==> src/rtl/memory_read_arbiter.sv <==
// Round-robin arbiter sharing one memory read engine among N_PORTS requesters.
// Each port owns a one-deep request slot; a cont=1 transfer locks the engine to its port.
module memory_read_arbiter #(
    parameter int N_PORTS    = 2,
    parameter int ADDR_WIDTH = 32,
    parameter int LEN_WIDTH  = 16
) (
    input  logic                            clock,
    input  logic                            resetn,
    input  logic [N_PORTS*ADDR_WIDTH-1:0]   req_addr,
    input  logic [N_PORTS*LEN_WIDTH-1:0]    req_len,
    input  logic [N_PORTS-1:0]              req_start,
    input  logic [N_PORTS-1:0]              req_cont,
    output logic [N_PORTS-1:0]              req_busy,
    output logic [N_PORTS-1:0]              req_done,
    output logic [N_PORTS-1:0]              req_error,
    output logic [ADDR_WIDTH-1:0]           mem_addr,
    output logic [LEN_WIDTH-1:0]            mem_len,
    output logic                            mem_start,
    output logic                            mem_cont,
    input  logic                            mem_busy,
    input  logic                            mem_done,
    input  logic                            mem_error
);
    localparam int GW = (N_PORTS > 1) ? $clog2(N_PORTS) : 1;

    typedef enum logic [1:0] {IDLE, ISSUE, WAIT} state_t;

    state_t state_q, state_d;

    logic [N_PORTS-1:0][ADDR_WIDTH-1:0] addr_q, addr_d;
    logic [N_PORTS-1:0][LEN_WIDTH-1:0]  len_q, len_d;
    logic [N_PORTS-1:0]                 cont_q, cont_d;
    logic [N_PORTS-1:0]                 pending_q, pending_d;
    logic [GW-1:0]                      grant_q, grant_d;
    logic [GW-1:0]                      last_grant_q, last_grant_d;
    logic [GW-1:0]                      lock_port_q, lock_port_d;
    logic                               lock_valid_q, lock_valid_d;
    logic [ADDR_WIDTH-1:0]              mem_addr_q, mem_addr_d;
    logic [LEN_WIDTH-1:0]               mem_len_q, mem_len_d;
    logic                               mem_start_q, mem_start_d;
    logic                               mem_cont_q, mem_cont_d;
    logic [N_PORTS-1:0]                 req_done_q, req_done_d;
    logic [N_PORTS-1:0]                 req_error_q, req_error_d;

    logic [N_PORTS-1:0] eligible;
    logic               found;
    logic [GW-1:0]      pick;
    logic [GW-1:0]      cand;
    int unsigned        scan_idx;

    // While locked only the lock owner may win; scan starts just after the last grant.
    always_comb begin
        eligible = pending_q;
        if (lock_valid_q) begin
            eligible              = '0;
            eligible[lock_port_q] = pending_q[lock_port_q];
        end
        found    = 1'b0;
        pick     = '0;
        cand     = '0;
        scan_idx = 0;
        for (int unsigned k = 0; k < N_PORTS; k++) begin
            scan_idx = (32'(last_grant_q) + k + 1) % N_PORTS;
            cand     = GW'(scan_idx);
            if (!found && eligible[cand]) begin
                found = 1'b1;
                pick  = cand;
            end
        end
    end

    always_ff @(posedge clock) begin
        if (!resetn) state_q <= IDLE;
        else         state_q <= state_d;
    end

    always_comb begin
        state_d = state_q;
        unique case (state_q)
            IDLE:    if (found)     state_d = ISSUE;
            ISSUE:   if (!mem_busy) state_d = WAIT;
            WAIT:    if (mem_done)  state_d = IDLE;
            default:                state_d = IDLE;
        endcase
    end

    always_comb begin
        addr_d       = addr_q;
        len_d        = len_q;
        cont_d       = cont_q;
        pending_d    = pending_q;
        grant_d      = grant_q;
        last_grant_d = last_grant_q;
        lock_port_d  = lock_port_q;
        lock_valid_d = lock_valid_q;
        mem_addr_d   = mem_addr_q;
        mem_len_d    = mem_len_q;
        mem_start_d  = mem_start_q;
        mem_cont_d   = mem_cont_q;
        req_done_d   = '0;
        req_error_d  = '0;

        for (int unsigned i = 0; i < N_PORTS; i++) begin
            if (req_start[i] && !pending_q[i]) begin
                addr_d[i]    = req_addr[i*ADDR_WIDTH +: ADDR_WIDTH];
                len_d[i]     = req_len[i*LEN_WIDTH +: LEN_WIDTH];
                cont_d[i]    = req_cont[i];
                pending_d[i] = 1'b1;
            end
        end

        unique case (state_q)
            IDLE: begin
                if (found) begin
                    grant_d      = pick;
                    last_grant_d = pick;
                    mem_addr_d   = addr_q[pick];
                    mem_len_d    = len_q[pick];
                    mem_cont_d   = cont_q[pick];
                    mem_start_d  = 1'b1;
                end
            end
            ISSUE: begin
                if (!mem_busy) mem_start_d = 1'b0;
            end
            WAIT: begin
                if (mem_done) begin
                    req_done_d[grant_q]  = 1'b1;
                    req_error_d[grant_q] = mem_error;
                    pending_d[grant_q]   = 1'b0;
                    if (mem_error) begin
                        lock_valid_d = 1'b0;
                    end else if (cont_q[grant_q]) begin
                        lock_valid_d = 1'b1;
                        lock_port_d  = grant_q;
                    end else if (lock_port_q == grant_q) begin
                        lock_valid_d = 1'b0;
                    end
                end
            end
            default: ;
        endcase
    end

    always_ff @(posedge clock) begin
        if (!resetn) begin
            addr_q       <= '0;
            len_q        <= '0;
            cont_q       <= '0;
            pending_q    <= '0;
            grant_q      <= '0;
            last_grant_q <= GW'(N_PORTS - 1);
            lock_port_q  <= '0;
            lock_valid_q <= 1'b0;
            mem_addr_q   <= '0;
            mem_len_q    <= '0;
            mem_start_q  <= 1'b0;
            mem_cont_q   <= 1'b0;
            req_done_q   <= '0;
            req_error_q  <= '0;
        end else begin
            addr_q       <= addr_d;
            len_q        <= len_d;
            cont_q       <= cont_d;
            pending_q    <= pending_d;
            grant_q      <= grant_d;
            last_grant_q <= last_grant_d;
            lock_port_q  <= lock_port_d;
            lock_valid_q <= lock_valid_d;
            mem_addr_q   <= mem_addr_d;
            mem_len_q    <= mem_len_d;
            mem_start_q  <= mem_start_d;
            mem_cont_q   <= mem_cont_d;
            req_done_q   <= req_done_d;
            req_error_q  <= req_error_d;
        end
    end

    assign req_busy  = pending_q;
    assign req_done  = req_done_q;
    assign req_error = req_error_q;
    assign mem_addr  = mem_addr_q;
    assign mem_len   = mem_len_q;
    assign mem_start = mem_start_q;
    assign mem_cont  = mem_cont_q;

endmodule

==> config.mk <==
export PLATFORM = sky130hd
export DESIGN_NAME = memory_read_arbiter
export DESIGN_NICKNAME = d
export VERILOG_FILES = /design/src/rtl/memory_read_arbiter.sv
export SDC_FILE = /design/constraint.sdc
export NUM_CORES = 1
export LEC_CHECK = 0
export BUFFER_PORTS_ARGS = -buffer_cell sky130_fd_sc_hd__buf_4
export CORE_MARGIN = 1.5
export CORE_UTILIZATION = 50
export DETAILED_ROUTE_END_ITERATION = 6
export PLACE_DENSITY = 0.76
export SLEW_MARGIN = 20
export SYNTH_ARGS = -nofsm -noshare
export SYNTH_HDL_FRONTEND = slang
export SYNTH_SLANG_ARGS = --single-unit
export TNS_END_PERCENT = 100
==> constraint.sdc <==
create_clock -name clock -period 3.05 [get_ports clock]
set_input_delay 0.305 -clock clock [delete_from_list [all_inputs] [get_ports clock]]
set_output_delay 0.305 -clock clock [all_outputs]
set_load 0.1 [all_outputs]
# Word level (Yosys, flattened, before mapping)
# Index checks and enable logic that the tools add are counted.
dict set report totals {
  ff_bits 160
  inputBits 105
  output_inout_bits 56
  wordCells 92
}
dict set report classes {
  addsub 2
  magnitude_cmp 7
  n_eq_ne 6
  n_mux 37
  n_bitwise 5
  reduce_logical 17
}
# op n
set op_table {}
lappend op_table {{2-to-1 mux 32 bit} 2}
lappend op_table {{2-to-1 mux 16 bit} 2}
lappend op_table {{2-to-1 mux 1 bit} 23}
lappend op_table {{2-to-1 mux 2 bit} 6}
lappend op_table {{AND reduction 3 bit} 4}
lappend op_table {{less-than comparator 1 x 2 -> 1 bit (second input constant)} 5}
lappend op_table {{bitwise AND 2 bit} 3}
lappend op_table {{!= test 2 bit (second input constant)} 3}
lappend op_table {{case mux 2 bit (3 select lines)} 1}
lappend op_table {{logical AND 1 bit} 5}
lappend op_table {{AND reduction 4 bit} 1}
lappend op_table {{logical NOT 1 bit} 3}
lappend op_table {{nonzero test 3 bit} 1}
lappend op_table {{adder 1 bit (second input constant)} 2}
lappend op_table {{demux 1 bit (select 1 bit)} 2}
lappend op_table {{== test 2 x 1 -> 1 bit (second input constant)} 1}
lappend op_table {{== test 2 bit (second input constant)} 1}
lappend op_table {{greater-or-equal comparator 1 bit (second input constant)} 2}
lappend op_table {{logical NOT 2 bit} 1}
lappend op_table {{inverter 2 bit} 1}
lappend op_table {{case mux 1 bit (2 select lines)} 1}
lappend op_table {{AND reduction 2 bit} 1}
lappend op_table {{nonzero test 2 bit} 1}
lappend op_table {{== test 1 bit} 1}
lappend op_table {{inverter 1 bit} 1}

# Logic depth before layout (Yosys ltp)
dict set report logic_depth {
  word_depth 14
  ltp_mapped 6
}

# Worst setup path after synthesis
# OpenSTA, ideal clock, no wires.
dict set report synth_path {
  kind {reg2reg}
  from {register pending_q[1], in the netlist req_busy[1]}
  to {register mem_addr_q[0], in the netlist mem_addr[0]}
  setup_ns 0.074
  arrival_ns 2.265
  setup_slack_ns 0.711
  path_stages_with_launch 7
  cell_sequence {dfxtp_1 > mux2i_1 > a2111oi_2 > buf_4 > buf_6 > o21ai_1 > a31oi_1}
}
dict set report synth_via {
  elab_chain_cells 12
  elab_cells_between_ends 17
  cone_classes {mux: 13; bitwise: 1; reduce/logical: 3}
}
# item line_no
set synth_rtl {}
lappend synth_rtl {{from (decl)} 34} ;# logic [N_PORTS-1:0] pending_q, pending_d;
lappend synth_rtl {{from (signal assigned)} 166} ;# pending_q <= pending_d;
lappend synth_rtl {{2-to-1 mux 1 bit (not written as such) (2 in a row)} 57} ;# eligible[lock_port_q] = pending_q[lock_port_q];
lappend synth_rtl {{bitwise AND 2 bit (no line)} n/a}
lappend synth_rtl {{2-to-1 mux 2 bit (*)} 55} ;# if (lock_valid_q) begin
lappend synth_rtl {{2-to-1 mux 1 bit (not written as such) (2 in a row)} 66} ;# if (!found && eligible[cand]) begin
lappend synth_rtl {{2-to-1 mux 1 bit} 66}
lappend synth_rtl {{logical NOT 1 bit} 66}
lappend synth_rtl {{logical AND 1 bit} 66}
lappend synth_rtl {{2-to-1 mux 1 bit} 66}
lappend synth_rtl {{2-to-1 mux 32 bit (not written as such) (2 in a row)} 118} ;# mem_addr_d = addr_q[pick];
lappend synth_rtl {{to (signal assigned)} 171} ;# mem_addr_q <= mem_addr_d;
lappend synth_rtl {{to (decl)} 39} ;# logic [ADDR_WIDTH-1:0] mem_addr_q, mem_addr_d;
# Every way passes the cells marked *; elsewhere a longest branch is shown, timed or not. The select of a mux whose other input is x is not followed.
# A chain may end at the register's enable or synchronous reset.

# Worst setup path in the final report
dict set report layout_path {
  from {register pending_q[1], in the netlist req_busy[1]}
  to {register mem_addr_q[24], in the netlist mem_addr[24]}
}
# Same word-level chain as after synthesis.

==> results_dict.tcl <==
set metrics [dict create \
    status "finished, final reports clean" \
    layout_common_cells "297 x nand2_1, 175 x buf_4, 160 x dfxtp_1, 100 x a21boi_0, 49 x a31oi_1" \
    cts_tree "yes" \
    ctsResizeCount 0 \
    ys_seq_elements 160 \
    r2r_end "mem_addr[24]$_SDFFE_PN0P_" \
    boundaryPins 161 \
    die_h_um 114 \
    reg2reg_depth 5 \
    design_area_mm2 0.00793 \
    crit_type "reg -> reg" \
    netlist_area_mm2 0.00614 \
    clkSlewWorstSetupHoldPaths_ns 0.05 \
    swShare_pct 32.8 \
    grt_max_degree 70 \
    postCtsHoldBufs 0 \
    whs_ns 0.132 \
    first_iter_violations 306 \
    min_period_ns 2.09 \
    start_util_pct 51.1 \
    rows 40 \
    instances_no_fill 1045 \
    r2r_slack_ns 0.96 \
    root_buffer "clkbuf_16" \
    core_area_mm2 0.0120 \
    power_density_mw_per_mm2 695 \
    setup.worst_path.start_class "register" \
    antenna_cells 0 \
    min_period_over_period_pct 68.6 \
    pre_cts_ws_ns 1.01 \
    place_area_mm2 0.00742 \
    finClkSkew_ns 0.00788 \
    syn_avg_cell_area_um2 8.15 \
    dp.cells 1016 \
    setup_tns_ns 0 \
    internal_power_mw 3.71 \
    final_common_cell "nand2_1" \
    syn_inst 754 \
    seq_power_share_pct 42.7 \
    total_power_mw 5.51 \
    grt_pass1_wl_um 25600 \
    clk-insertion-delay-late_ns 0.42 \
    crit_arrival_ns 2.43 \
    drive_gt1_share_pct 22.7 \
    dpl.hpwl_um 10400 \
    antenna_found_initial 0 \
    hold_path.class "in -> reg" \
    whs_path_depth 2 \
    end_kind "register" \
    grtUsageTotal_pct 25.2 \
    pwr-share-clk_pct 33.9 \
    cts_buffers 17 \
    setup_ws_ns 0.958 \
    postCtsSetupRepairBufs 0 \
    ir_drop_mv 0.344 \
    dieArea_mm2 0.0130 \
    critPathMaxFanout 59 \
    ant_nets 0 \
    finalWirelength_um 15700 \
    avgViaCountPerCell 5.28 \
    crit-reg2reg-launch "req_busy[1]$_SDFF_PN0_" \
    gp_congestion 0.827 \
    maxCapViolCount 0 \
    numPortBuffers 160 \
    drc 0 \
    multi_input_area_mm2 0.00272 \
    ys_seq_area_share_pct 52.1 \
    tightestPinTransition_ns 0.733 \
    layout.nets 993 \
    critPathCapture "mem_addr[24]$_SDFFE_PN0P_" \
    htreeDepth 4 \
    cts_max_path_buffers 2 \
    rsz0062_at_grt "no" \
    fmax_mhz 478 \
    synth.distinct_cells 29 \
    relSlewSlack_pct 51.2 \
    critPathRequiredTime_ns 3.39 \
    cts.sinks 160 \
    p_comb_share_pct 23.4 \
    vias 5517 \
    dr.pass1.iters 4 \
    dieWidth_um 114 \
    yosysWarnings 0 \
    p_sw_mw 1.81 \
    grt_pass1_vias 5463 \
    utilization_pct 66.0 \
    hold_viol 0 \
    drt-wirelength-per-cell_um 15.0 \
    fillers 1004 \
    crit_start "req_busy[1]$_SDFF_PN0_" \
    grt_overflow 0 \
    slew_violations 0 \
    syn_to_final_growth_pct 29.1 \
    synth_fp_nets 859 \
    sequential_cell_area_mm2 0.00320 \
    leakage_nw 3.18 \
    finalSetupViolCount 0 \
]
## cell families after synthesis
family	share of synthesized area (%)
compound gates	22.4
mux	0.489
xor+xnor	0.143
buf+inv	4.20
simple gates	20.6
flops	52.1
## power groups by stage
| stage | Clock (mW) | Sequential, mW | Combinational [mW] |
|---|---|---|---|
| finish | 1.87 | 2.36 | 1.29 |
| CTS | 1.90 | 2.35 | 1.29 |
| global route | 1.99 | 2.37 | 1.36 |
| floorplan | 0 | 2.97 | 0.355 |
| global placement | 0 | 2.39 | 1.27 |
| detailed placement | 0 | 2.40 | 1.29 |
## registers in the layout (all words and copies together), names as in the netlist, 2 cells and up
signal	count
req_done	2
len_q	32
mem_addr	32
req_error	2
addr_q	64
mem_len	16
state_q	2
cont_q	2
req_busy	2
## layer usage
metal	share of wire [%]	vias to the layer above	GRT usage, %
met2	50	159	44.9
li1	-	2769	-
met1	41	2560	28.6
met3	5.8	29	6.06
met4	2.4	0	11.2
met5	0	-	0
## Yosys cell counts
master	number	area share, %
a2111oi_2	1	0.24
a211oi_1	1	0.12
a21boi_0	100	12
a21boi_1	1	0.12
a21oi_1	3	0.24
a31oi_1	49	5.0
and2_1	2	0.20
and3_1	2	0.20
and3b_1	1	0.14
buf_1	2	0.12
buf_2	5	0.41
buf_4	1	0.12
buf_6	3	0.55
clkbuf_1	49	3.0
dfxtp_1	160	52
mux2i_1	3	0.49
nand2_1	297	18
nand2b_1	5	0.51
nand3_1	2	0.16
nand3b_1	2	0.24
nor2_1	4	0.24
nor2b_1	4	0.41
nor3b_1	2	0.24
o21a_1	1	0.12
o21ai_0	21	1.7
o21ai_1	30	2.4
o221a_2	1	0.18
or3_1	1	0.10
xnor2_1	1	0.14
## critical path: stages, from the launching register on
cell	delay (ns)
dfxtp_1	0.50
mux2i_1	0.21
a2111oi_4	0.41
buf_4	0.54
o21ai_0	0.16
a31oi_1	0.17
## cell type report
| cell class | instances | area share (%) |
|---|---|---|
| Sequential cell | 160 | 40.4 |
| Multi-Input combinational cell | 534 | 34.3 |
| Timing Repair Buffer | 175 | 16.6 |
| Clock buffer | 29 | 6.44 |
| Tap cell | 147 | 2.32 |
## worst min path at each step
stage | from | end | slack [ns]
5_1_grt | req_addr[6] | addr_q[6]$_SDFFE_PN0P_ | 0.13
6_report | mem_error | req_error[0]$_SDFF_PN0_ | 0.13
2_1_floorplan | mem_error | req_error[0]$_SDFF_PN0_ | 0.43
4_1_cts | mem_error | req_error[0]$_SDFF_PN0_ | 0.11
3_5_place_dp | len_q[17]$_SDFFE_PN0P_ | len_q[17]$_SDFFE_PN0P_ | 0.46
3_3_place_gp | len_q[12]$_SDFFE_PN0P_ | len_q[12]$_SDFFE_PN0P_ | 0.45
(Power assumes the default switching activity.)
